**src/rtl/alu_ctrl_seq.sv**
```systemverilog
// alu_ctrl_seq -- ALU control decoder with multi-pass sequencing.
//
// Decodes the main-decoder ALU class (aluOp) and, for R-type, the function
// field (func) into a 3-bit ALU control code. Most operations take a single
// pass. jmadd takes two passes. mult takes DATA_W passes when MULT_EN is set.
// Each pass is presented for one cycle with its index.
//
// Ports
//   clk, rst_n    clock, asynchronous active-low reset
//   flush         synchronous abort; wins over a same-cycle accept
//   in_valid      aluOp/func offered this cycle
//   in_ready      accept possible (combinational, the only non-flop output)
//   aluOp, func   operation class / R-type function field
//   gout          ALU control code of the current pass
//   gout_valid    a pass is being presented this cycle
//   pass_idx      0-based index of the current pass
//   last          current pass is the final one of its operation
//   err           current operation decoded as illegal
module alu_ctrl_seq #(
  parameter int DATA_W  = 32,
  parameter int CNT_W   = 6,
  parameter bit MULT_EN = 1'b1
) (
  input  logic             clk,
  input  logic             rst_n,
  input  logic             flush,
  input  logic             in_valid,
  output logic             in_ready,
  input  logic [2:0]       aluOp,
  input  logic [5:0]       func,
  output logic [2:0]       gout,
  output logic             gout_valid,
  output logic [CNT_W-1:0] pass_idx,
  output logic             last,
  output logic             err
);

  if ((2 ** CNT_W) < DATA_W) begin : g_cnt_chk
    $error("alu_ctrl_seq: CNT_W too narrow to count DATA_W passes");
  end

  localparam logic [CNT_W-1:0] MUL_LAST = CNT_W'(DATA_W - 1);

  // Decoded operation: control code, illegal flag, index of the final pass.
  typedef struct packed {
    logic [2:0]       code;
    logic             ill;
    logic [CNT_W-1:0] plast;
  } dec_t;

  typedef enum logic {IDLE, RUN} state_t;

  dec_t             dec;
  state_t           state, state_n;
  logic             accept;
  logic [CNT_W-1:0] plast_q, plast_n, idx_n;
  logic [2:0]       gout_n;
  logic             vld_n, last_n, err_n;

  // Illegal operations fall through to code 010, single pass, ill = 1.
  always_comb begin
    dec.code  = 3'b010;
    dec.ill   = 1'b0;
    dec.plast = '0;
    case (aluOp)
      3'b000: dec.code = 3'b010;
      3'b001: dec.code = 3'b110;
      3'b011: dec.code = 3'b011;
      3'b100: dec.code = 3'b001;
      3'b010: begin
        case (func)
          6'b100000: dec.code = 3'b010;
          6'b100010: dec.code = 3'b110;
          6'b100100: dec.code = 3'b000;
          6'b100101: dec.code = 3'b001;
          6'b101010: dec.code = 3'b111;
          6'b000010: dec.code = 3'b101;
          6'b100001: dec.plast = CNT_W'(1);    // jmadd: two add passes
          6'b011000: begin
            if (MULT_EN) begin
              dec.code  = 3'b100;
              dec.plast = MUL_LAST;
            end else begin
              dec.ill = 1'b1;
            end
          end
          default: dec.ill = 1'b1;
        endcase
      end
      default: dec.ill = 1'b1;
    endcase
  end

  // Busy only while a multi-pass op has passes still to come; the final
  // pass cycle is already ready so the next op follows with no bubble.
  assign in_ready = rst_n & ~(gout_valid & ~last);
  assign accept   = in_valid & in_ready;

  always_comb begin
    state_n = IDLE;
    gout_n  = gout;          // code persists through idle and flush
    vld_n   = 1'b0;
    last_n  = 1'b0;
    err_n   = 1'b0;
    idx_n   = '0;
    plast_n = plast_q;
    if (!flush) begin
      if (accept) begin
        gout_n  = dec.code;
        vld_n   = 1'b1;
        err_n   = dec.ill;
        plast_n = dec.plast;
        last_n  = (dec.plast == '0);
        state_n = last_n ? IDLE : RUN;
      end else if (state == RUN) begin
        idx_n   = pass_idx + 1'b1;
        vld_n   = 1'b1;
        err_n   = err;
        last_n  = (idx_n == plast_q);
        state_n = last_n ? IDLE : RUN;
      end
    end
  end

  always_ff @(posedge clk or negedge rst_n) begin
    if (!rst_n) begin
      state      <= IDLE;
      gout       <= '0;
      gout_valid <= 1'b0;
      pass_idx   <= '0;
      last       <= 1'b0;
      err        <= 1'b0;
      plast_q    <= '0;
    end else begin
      state      <= state_n;
      gout       <= gout_n;
      gout_valid <= vld_n;
      pass_idx   <= idx_n;
      last       <= last_n;
      err        <= err_n;
      plast_q    <= plast_n;
    end
  end

endmodule

```
**config.mk**
```make
export PLATFORM = sky130hd
export DESIGN_NAME = alu_ctrl_seq
export DESIGN_NICKNAME = d
export VERILOG_FILES = /design/src/rtl/alu_ctrl_seq.sv
export SDC_FILE = /design/constraint.sdc
export NUM_CORES = 1
export LEC_CHECK = 0
export ABC_AREA = 1
export BUFFER_PORTS_ARGS = -buffer_cell sky130_fd_sc_hd__buf_2
export CAP_MARGIN = 40
export CORE_AREA = 2 2 50 52
export DETAILED_ROUTE_END_ITERATION = 10
export DIE_AREA = 0 0 52 54
export GPL_TIMING_DRIVEN = 0
export PLACE_DENSITY = 0.78
export REMOVE_ABC_BUFFERS = 1
export SYNTH_ARGS = -nofsm -noshare
export SYNTH_HDL_FRONTEND = slang
export SYNTH_SLANG_ARGS = --single-unit
```
**constraint.sdc**
```tcl
create_clock -name clk -period 1.6 [get_ports clk]
set_clock_uncertainty 0.1 [all_clocks]
set_input_delay 0.24 -clock clk [delete_from_list [all_inputs] [get_ports clk]]
set_output_delay 0.24 -clock clk [all_outputs]
set_load 0.01 [all_outputs]
```
; ---- Word-level counts from Yosys, hierarchy flattened
; Index checks and enable logic that the tools add are counted.
[word_totals]
word_cells = 56
register_bits = 19
output_inout_bits = 13
in_bits = 13
[classes]
bitwise = 6
add_sub_neg = 1
n_eq_ne = 14
n_mux = 23
reduce_logical = 5
[op_table]
columns = operator, count
row1 = $eq 6x6->1 const B, 6
row2 = $mux 6, 4
row3 = $pmux 3 s6, 1
row4 = $mux 1, 15
row5 = $pmux 3 s4, 1
row6 = $pmux 5 s2, 1
row7 = $reduce_or 8->1, 1
row8 = $add 6x1->6 const B, 1
row9 = $eq 3x2->1 const B, 2
row10 = $eq 6x2->1 const B, 1
row11 = $eq 6x5->1 const B, 1
row12 = $eq 6x6->1, 1
row13 = $logic_not 6->1, 1
row14 = $reduce_or 4->1, 1
row15 = $and 1x1->1, 3
row16 = $eq 3x1->1 const B, 1
row17 = $eq 3x3->1 const B, 1
row18 = $logic_not 3->1, 1
row19 = $ne 3x2->1 const B, 1
row20 = $not 1->1, 3
row21 = $pmux 1 s2, 1
row22 = $reduce_and 2->1, 1

; ---- Longest topological paths before layout
[logic_depth]
ltp_word = 7
mapped_depth = 11
depth_no_buf = 11

; ---- Least setup slack after synthesis
; No wires, ideal clock.
[synth_timing]
path_type = flip-flop to flip-flop
startpoint = register pass_idx[0]
endpoint = register state
path_stages_with_launch = 9
n_path_buf = 0
path_slack_ns = -0.021
arrival_ns = 1.409
setup_ns = 0.113
period_less_slack_ns = 1.621
required_time_ns = 1.387
path_cell_list = dfrtp_1 ha_1 or2_1 a21oi_1 nand3_1 nand2_1 nand3_1 nand2_1 inv_1
[synth_between]
elab_chain_cells = 6
[synth_lines]
columns = element, line
row1 = from (decl), 33  ; output logic [CNT_W-1:0] pass_idx,
row2 = from (signal assigned), 138  ; pass_idx <= idx_n;
row3 = $add 6x1->6, 116  ; idx_n = pass_idx + 1'b1;
row4 = $eq 6x6->1, 119  ; last_n = (idx_n == plast_q);
row5 = $mux 1, 120  ; state_n = last_n ? IDLE : RUN;
row6 = $mux 1, 115  ; end else if (state == RUN) begin
row7 = $mux 1, 108  ; if (accept) begin
row8 = $mux 1, 107  ; if (!flush) begin
row9 = named net state_n, 54  ; state_t state, state_n;
row10 = to (signal assigned), 135  ; state <= state_n;
row11 = to (decl), 54
; The timed path passes the listed nets, and every way through them passes these cells.
; A chain may end at the register's enable or synchronous reset.

; ---- Final worst setup path
[layout_timing]
startpoint = register pass_idx[1]
endpoint = register state
; The elaborated chain is that of the path after synthesis.

==> impl_metrics.yaml <==
setup_path:
  cp_max_fo: 3
  worst_ep_required_time_ps: 1690
  endpoint: "state$_DFF_PN0_"
  reg2reg_slack_ps: 20
  reg2reg_to: "state$_DFF_PN0_"
  start_kind: "flop"
  critical_path_class: "reg -> reg"
  arrival_ps: 1670
  reg2regPathDepth: 8
  critical_path.endpoint_type: "flop"
  r2r_start: "pass_idx[1]$_DFF_PN0_"
  worstSetupStartpoint: "pass_idx[1]$_DFF_PN0_"
sta:
  setup_slack_ps: 20.1
  fmax_ghz: 0.633
  rsz0062_at_grt: "yes"
  setup_violations: 0
  tns_ps: 0
  period_needed_ps: 1580
  finalHoldViolCount: 0
  period_share_pct: 98.7
  slew_headroom_pct: 56.5
  slew_viol_final: 0
  tightest_slew_ps: 651
floorplan:
  initial_utilization_pct: 42.6
  dieWidth_um: 52
  io_pins: 26
  die_h_um: 54
  fp.coreArea_sq_um: 2320
  dieArea_sq_um: 2810
  placementRows: 18
cells_and_area:
  drive_above_1_share_pct: 27.0
  n_antenna_cell: 0
  final_cells: 208
  fill_cells: 233
  design_area_sq_um: 1230
  fin_nets: 193
  area_growth_pct: 24.2
clocking:
  root_buffer: "clkbuf_4"
  cts.sinks: 15
  clock_latency_ps: 280
  cts_buffer_depth: 2
  cts.clk_slew.worst_paths_ps: 80
  cts_tree: "yes"
  htreeDepth: 1
  cts_buffers: 3
power_and_ir_drop:
  powerDensity_nw_per_um2: 642
  pwr-share-seq_pct: 52.3
  p_total_mw: 0.788
  p_int_mw: 0.562
  clockPowerShare_pct: 27.1
  ir_worst_vdd_mv: 0.315
  pwr-share-comb_pct: 20.6
  switching_share_pct: 28.6
  p_sw_mw: 0.226
  leakage_nw: 0.661
global_route:
  grt_pass1_wl_mm: 3.75
  grt_pass1_vias: 964
  antenna_found_initial: 0
  gr-total-overflow: 0
  gr-usage-all-layers_pct: 18.3
  grt_start_max_net_pins: 16
logic_synthesis:
  synth-seq-area-share_pct: 38.0
  ys_types: 23
  syn_area_sq_um: 988
  yosys_warnings: 0
  syn_avg_cell_area_sq_um: 6.82
  netlist_instances: 145
  ys_seq_elements: 15
drt:
  routed_wl_mm: 2.24
  initialDrtViolationCount: 22
  first_pass_iters: 4
  drc: 0
  routedWlPerCell_um: 10.8
  postRouteAntennaNets: 0
  vias: 1056
  routed_via_density: 5.08
placement:
  port_buffers: 25
  pre_cts_ws_ps: -140
  gp_congestion: 0.789
  place_area_sq_um: 1150
  place_hpwl_mm: 1.71
  place_inst: 200
job:
  cap_violations: 0
outcome:
  outcome: "finished clean"
min_path:
  hold_path_class: "in -> reg"
## metrics by stage
step	util, %	hold slack, ps
after floorplan	-	-156
after global placement	49.6	78.8
after detailed placement	49.6	85.0
after CTS	52.4	58.2
after global routing	52.9	67.7
final	52.9	63.4
## worst max-delay path: stages (launching register included)
cell and delay, ps:
dfrtp_1 420, ha_4 260, or2_1 220, a21oi_2 100, nand3_1 90, nand2_1 110
nand3_1 80, nand2_1 70, inv_1 30
## state kept, by name, summed over array words and instances (netlist names)
name / flops
gout: 3
last: 1
state: 1
pass_idx: 6
gout_valid: 1
plast_q: 2
err: 1
## layout by cell type, fill, tap and decap left out
| cell type | instances |
|---|---|
| a21boi_0 | 1 |
| a21oi_1 | 3 |
| a21oi_2 | 1 |
| a2bb2oi_1 | 1 |
| buf_2 | 25 |
| buf_4 | 3 |
| clkbuf_1 | 1 |
| clkbuf_4 | 3 |
| clkinv_1 | 1 |
| dfrtp_1 | 14 |
| dfrtp_2 | 1 |
| dlygate4sd3_1 | 1 |
| ha_4 | 1 |
| inv_1 | 18 |
| inv_2 | 3 |
| nand2_1 | 43 |
| nand2_2 | 3 |
| nand3_1 | 11 |
| nand3_4 | 1 |
| nand3b_1 | 2 |
| nand4_1 | 4 |
| nor2_1 | 19 |
| nor2_2 | 5 |
| nor3_1 | 1 |
| nor3_4 | 1 |
| o21ai_0 | 5 |
| o21ai_1 | 2 |
| or2_1 | 1 |
| or2_2 | 1 |
| xnor2_1 | 2 |
## synth_stat cells (all sizes together)
master	n	area [sq um]
inv	21	78.8
or2	2	12.5
nand4	4	25.0
dfrtp	15	375
clkinv	1	3.75
nand3	12	72.6
a2bb2oi	1	8.76
nor2	24	103
nor3	2	21.3
nand2	46	180
o21ai	7	35.0
a21oi	4	20.0
a21boi	1	7.51
xnor2	2	17.5
ha	1	12.5
nand3b	2	15.0
## routing by layer
layer | share of wire (%) | global-route usage [%] | up-vias
met5 | 0 | 0 | -
li1 | - | - | 525
met2 | 49 | 33.8 | 35
met3 | 4.2 | 1.67 | 9
met4 | 4.1 | 12.7 | 0
met1 | 42 | 19.6 | 487
## power by group through the flow
stage               clock network [mW]  registers, mW  logic [mW]
global route                     0.236          0.415       0.184
detailed placement                   0          0.420       0.155
global placement                     0          0.419       0.149
floorplan                            0          0.428      0.0773
CTS                              0.221          0.412       0.161
finish                           0.214          0.412       0.162
## final cells by class
| type | count | area [sq um] | share of cell area [%] |
|---|---|---|---|
| clock buffer | 4 | 26.3 | 2.14 |
| inverter | 22 | 82.6 | 6.73 |
| multi-input combinational | 108 | 547 | 44.5 |
| sequential | 15 | 377 | 30.7 |
| tap | 30 | 37.5 | 3.06 |
| timing repair buffer | 29 | 158 | 12.8 |
## kinds of logic (layout without fill, tap and decap cells)
group,count (synthesis),after routing,share of synthesized area (%)
adders and majority gates,1,1,1.27
DFF,15,15,38.0
AOI/OAI and AO/OA,13,13,7.22
xor gates and xnor gates,2,2,1.77
buffers and inverters,22,55,8.35
and+or+nand+nor,92,92,43.4
## repair_timing
item | CTS | global route
pin swaps | 1 | 4
endpoints found under the setup margin | 2 | 2
endpoints found under the hold margin | 15 | 0
buffers inserted | 2 | 1
gates resized for setup | 2 | 1
hold buffers | 1 | 0
## worst min-delay path by stage
stage | endpoint | cells after the start | slack (ps) | from
final | last$_DFF_PN0_ | 2 | 60 | flush
after global routing | last$_DFF_PN0_ | 2 | 70 | flush
after CTS | last$_DFF_PN0_ | 2 | 60 | flush
after detailed placement | pass_idx[1]$_DFF_PN0_ | 1 | 90 | rst_n
after global placement | pass_idx[0]$_DFF_PN0_ | 1 | 80 | rst_n
after floorplan | err$_DFFE_PN0P_ | 0 | -160 | rst_n
(Power assumes the default switching activity.)
